**src/rtl/puf_challenge_sequencer.sv**
```systemverilog
// Purpose: initiator-side sequencer for the multi-bit PUF. It sweeps a challenge range,
//   evaluates each challenge N_EVAL times, majority-votes every response bit and streams
//   {resp_addr, resp_data, resp_unstable} out on a valid/ready port.
// Latency: N_EVAL*(SETTLE_CYCLES+3) cycles from PRST entry to resp_valid for each challenge.
// Backpressure: EMIT holds all resp_* outputs stable until resp_ready; the PUF is held in reset meanwhile.
// Ports:
//   clk, reset                 - clock, synchronous active-high reset
//   go, addr_first, addr_last  - sweep request and inclusive range (range may wrap)
//   puf_start/addr/reset       - drive the PUF; puf_out is its DATA_W-bit response
//   resp_valid/ready/data/addr - voted response stream; resp_unstable flags non-unanimous bits
//   busy, done                 - busy while not IDLE; done pulses once after the final handshake
module puf_challenge_sequencer #(
  parameter int ADDR_W        = 4,
  parameter int DATA_W        = 8,
  parameter int N_EVAL        = 5,
  parameter int SETTLE_CYCLES = 16
) (
  input  logic              clk,
  input  logic              reset,
  input  logic              go,
  input  logic [ADDR_W-1:0] addr_first,
  input  logic [ADDR_W-1:0] addr_last,
  output logic              puf_start,
  output logic [ADDR_W-1:0] puf_addr,
  output logic              puf_reset,
  input  logic [DATA_W-1:0] puf_out,
  output logic              resp_valid,
  input  logic              resp_ready,
  output logic [DATA_W-1:0] resp_data,
  output logic [ADDR_W-1:0] resp_addr,
  output logic [DATA_W-1:0] resp_unstable,
  output logic              busy,
  output logic              done
);

  localparam int CW = $clog2(N_EVAL + 1);
  localparam int SW = (SETTLE_CYCLES > 1) ? $clog2(SETTLE_CYCLES) : 1;

  localparam logic [CW-1:0]     N_FULL      = CW'(N_EVAL);
  localparam logic [CW-1:0]     N_LAST      = CW'(N_EVAL - 1);
  localparam logic [CW-1:0]     N_HALF      = CW'(N_EVAL / 2);
  localparam logic [CW-1:0]     CNT_ONE     = CW'(1);
  localparam logic [SW-1:0]     SETTLE_LOAD = SW'(SETTLE_CYCLES - 1);
  localparam logic [SW-1:0]     SETTLE_ONE  = SW'(1);
  localparam logic [ADDR_W-1:0] ADDR_ONE    = ADDR_W'(1);

  typedef enum logic [2:0] {
    S_IDLE, S_PRST, S_ARM, S_SETTLE, S_SAMPLE, S_EMIT
  } state_e;

  state_e                   state_q, state_d;
  logic [ADDR_W-1:0]        cur_q, cur_d;
  logic [ADDR_W-1:0]        last_q, last_d;
  logic [DATA_W-1:0][CW-1:0] cnt_q, cnt_d;
  logic [CW-1:0]            eval_q, eval_d;
  logic [SW-1:0]            settle_q, settle_d;
  logic                     done_q, done_d;

  // State register
  always_ff @(posedge clk) begin
    if (reset) begin
      state_q <= S_IDLE;
    end else begin
      state_q <= state_d;
    end
  end

  // Next-state logic
  always_comb begin
    state_d = state_q;
    unique case (state_q)
      S_IDLE:   if (go) state_d = S_PRST;
      S_PRST:   state_d = S_ARM;
      S_ARM:    state_d = S_SETTLE;
      S_SETTLE: if (settle_q == '0) state_d = S_SAMPLE;
      S_SAMPLE: state_d = (eval_q == N_LAST) ? S_EMIT : S_PRST;
      S_EMIT:   if (resp_ready) state_d = (cur_q == last_q) ? S_IDLE : S_PRST;
      default:  state_d = S_IDLE;
    endcase
  end

  // Moore outputs decoded from the state register only
  always_comb begin
    puf_reset  = 1'b1;
    puf_start  = 1'b0;
    resp_valid = 1'b0;
    busy       = 1'b1;
    unique case (state_q)
      S_IDLE:                      busy = 1'b0;
      S_PRST:                      ;
      S_ARM, S_SETTLE, S_SAMPLE: begin
        puf_reset = 1'b0;
        puf_start = 1'b1;
      end
      S_EMIT:                      resp_valid = 1'b1;
      default:                     busy = 1'b0;
    endcase
  end

  // Datapath next-state: range latch, vote counters, eval and settle counters
  always_comb begin
    cur_d    = cur_q;
    last_d   = last_q;
    cnt_d    = cnt_q;
    eval_d   = eval_q;
    settle_d = settle_q;
    done_d   = 1'b0;
    unique case (state_q)
      S_IDLE: begin
        if (go) begin
          cur_d  = addr_first;
          last_d = addr_last;
          cnt_d  = '0;
          eval_d = '0;
        end
      end
      S_ARM:    settle_d = SETTLE_LOAD;
      S_SETTLE: if (settle_q != '0) settle_d = settle_q - SETTLE_ONE;
      S_SAMPLE: begin
        for (int i = 0; i < DATA_W; i++) begin
          if (puf_out[i]) cnt_d[i] = cnt_q[i] + CNT_ONE;
        end
        eval_d = eval_q + CNT_ONE;
      end
      S_EMIT: begin
        if (resp_ready) begin
          cnt_d  = '0;
          eval_d = '0;
          // Range end compares against the latched last address, so a wrapped
          // range naturally rolls through 2^ADDR_W-1 to 0.
          if (cur_q == last_q) done_d = 1'b1;
          else                 cur_d  = cur_q + ADDR_ONE;
        end
      end
      default: ;
    endcase
  end

  always_ff @(posedge clk) begin
    if (reset) begin
      cur_q    <= '0;
      last_q   <= '0;
      cnt_q    <= '0;
      eval_q   <= '0;
      settle_q <= '0;
      done_q   <= 1'b0;
    end else begin
      cur_q    <= cur_d;
      last_q   <= last_d;
      cnt_q    <= cnt_d;
      eval_q   <= eval_d;
      settle_q <= settle_d;
      done_q   <= done_d;
    end
  end

  // Vote decode works purely from registered counts, so no input reaches an output.
  always_comb begin
    resp_data     = '0;
    resp_unstable = '0;
    for (int i = 0; i < DATA_W; i++) begin
      resp_data[i]     = (cnt_q[i] > N_HALF);
      resp_unstable[i] = (cnt_q[i] != '0) && (cnt_q[i] != N_FULL);
    end
  end

  assign puf_addr  = cur_q;
  assign resp_addr = cur_q;
  assign done      = done_q;

endmodule

```
**config.mk**
```make
export PLATFORM = sky130hd
export DESIGN_NAME = puf_challenge_sequencer
export DESIGN_NICKNAME = d
export VERILOG_FILES = /design/src/rtl/puf_challenge_sequencer.sv
export SDC_FILE = /design/constraint.sdc
export NUM_CORES = 1
export LEC_CHECK = 0
export BUFFER_PORTS_ARGS = -buffer_cell sky130_fd_sc_hd__buf_2
export CORE_MARGIN = 4
export CORE_UTILIZATION = 55
export DETAILED_ROUTE_END_ITERATION = 10
export GPL_ROUTABILITY_DRIVEN = 0
export MAX_ROUTING_LAYER = met4
export PLACE_DENSITY = 0.76
export SETUP_SLACK_MARGIN = 0.05
export SKIP_CTS_REPAIR_TIMING = 1
export SYNTH_ARGS = -nofsm -noshare
export SYNTH_HDL_FRONTEND = slang
export SYNTH_SLANG_ARGS = --single-unit
```
**constraint.sdc**
```tcl
create_clock -name clk -period 2.35 [get_ports clk]
set_input_delay 0.235 -clock clk [delete_from_list [all_inputs] [get_ports clk]]
set_output_delay 0.235 -clock clk [all_outputs]
set_load 0.01 [all_outputs]
```
==> reports/summary.txt <==
Root Driver - clkbuf_8
Max IR drop VDD - 0.468 mV
grt ovf - 0
fin. max-slew vios - 0
max-cap violation count - 0
vias in the first global route - 2,301
initial antenna violation count - 0
outcome - complete, no violations
detailed-router iteration count before antenna repair - 4
pwr/cell area - 713 nW/um^2
Req. time, crit path - 2120 ps
leakage - 1.34 nW
Ports - 49
worst-margin pin slew - 605 ps
Fin Hold WS - 180 ps
Core ar. - 5110 um^2
cts bufs inserted - 5
Synth Cell Area - 2910 um^2
number of vias per cell - 5.45
Crit Path Class - reg2out
most frequent cells in the layout - buf_2, dfxtp_1, ha_1, inv_1
Post-synth ARST share - 0%
yosys warns - 0
row count - 26
Post-Syn Instances - 327
worst hold path class - in2reg
post-route ant nets - 0
gr usage total - 19.6%
n_diodes - 0
Clock Skews - 7.67 ps
Hold Path Depth - 3
drt initial violations - 118
critical path fanouts, max - 17
# H-tree levels - 2
worst r2r src - state_q[0]
Hold Vio Cnt, Final - 0
Finished Core Util - 64.5%
most common cell after layout, fill and taps aside - buf_2
Fin Setup TNS - 0 ps
Avg WL per Cell - 13.4 um
CTS tree - built
width of the die - 80.7 um
DIE HEIGHT - 80.7 um
setup violators final - 0
syn nets - 383
port bufs - 48
Post-Route WL - 5890 um
Final Critical Period - 1960 ps
drt drc - 0
Initial Util - 56.9%
critical path capture point type - primary output
first-pass GRT wire length - 10000 um
worst hold path endpoint - last_q[3]
Die ar. - 6510 um^2
reg2reg path depth - 5
sequential area share after synthesis - 29.6%
hpwl dp - 4360 um
period utilization - 83.4%
Worst R2R End - eval_q[2]
crit path launch type - register
Vias - 2,398
clk_lat worst skew - 300 ps
worst hold start - addr_last[3]
Sink Count - 43
largest net degree at the start of global routing - 33
share of cells above drive strength 1 - 22.7%
RSZ-0062 raised after global routing - no
post-synth cell types - 46
crit path DAT - 1720 ps
Final #Nets - 425
Post-synth EDFFs - 0
clock buffer depth - 2
Synth Register Bits - 43
fmax - 510 MHz
r2r setup slk - 610 ps
Slew headroom - 59.1%
ys flop type - dfxtp_1
Avg Synthesized Cell Area - 8.88 um^2
clk slew on worst S/H paths - 80 ps
Area growth syn-to-layout - 13.4%
final cells by class:
| class | instances | area [um^2] |
|---|---|---|
| repair buffers | 57 | 308 |
| inverters | 34 | 128 |
| multi-input cells | 228 | 1780 |
| clock inverters | 3 | 67.6 |
| flip-flops and latches | 43 | 861 |
| clock buffers | 5 | 68.8 |
| well taps | 70 | 87.6 |
| fillers | 430 | 1810 |
how the worst max path moves through the flow:
| stage | start | endpoint | slack [ps] | cells past startpoint |
|---|---|---|---|---|
| floorplan | settle_q[0] | state_q[2] | 840 | 7 |
| global placement | state_q[0] | cnt_q[17] | 690 | 5 |
| detailed placement | state_q[0] | eval_q[2] | 620 | 5 |
| CTS | state_q[0] | puf_reset | 380 | 6 |
| global route | state_q[0] | puf_reset | 260 | 6 |
| finish | state_q[0] | puf_reset | 390 | 6 |
metal layers:
metal	track usage (%)	wire (um)
met2	33.9	2890
met5	-	0
met4	5.74	55
met1	23.7	2700
met3	2.69	244
Yosys cell counts (3+ instances only):
library cell	number	area, um^2
clkbuf_1	4	15.0
a21oi_1	26	130
nor3_1	5	25.0
o21bai_1	8	60.1
buf_2	8	40.0
buf_6	3	33.8
nor4b_1	5	43.8
o21ai_0	18	90.1
a2111oi_2	10	150
dfxtp_1	43	861
nor4b_2	3	45.0
nor2_1	26	97.6
ha_1	36	450
xnor2_1	13	114
mux2i_1	14	140
nand2_1	9	33.8
inv_1	34	128
buf_4	7	52.6
nand3_1	18	90.1
a41oi_1	3	26.3
worst max-delay path: stages (launching register included):
cell and delay, ps:
dfxtp_1 550, buf_4 300, nor2_1 80, and2_1 160, nand2b_1 160, inv_1 50, buf_2 120
cell families after synthesis:
family / after synthesis / share of synthesized area (%)
AO/OA/AOI/OAI: 80 / 20.0
buffers and inverters: 56 / 9.26
AND/OR/NAND/NOR: 85 / 16.8
multiplexers: 14 / 4.82
flip-flops: 43 / 29.6
adder cells (fa/ha/maj): 36 / 15.5
XOR/XNOR: 13 / 3.92
per-stage QoR:
step,cell area [um^2],setup slack (ps),std cells,total power [mW]
floorplan,2910,837,327,1.50
global placement,3160,686,432,1.66
detailed placement,3160,620,432,1.68
CTS,3300,379,440,2.37
global route,3300,263,440,2.49
finish,3300,391,440,2.35
state kept, by name, summed over array words and instances (netlist names):
register and count:
puf_addr 4, done 1, cnt_q 24, state_q 3, last_q 4, eval_q 3
settle_q 4
report_power, final:
part	switching [mW]	internal (mW)	total (mW)
sequential	0.0799	0.796	0.876
clock	0.263	0.424	0.687
combinational	0.474	0.311	0.786
Power figures use the tool's default switching activity.
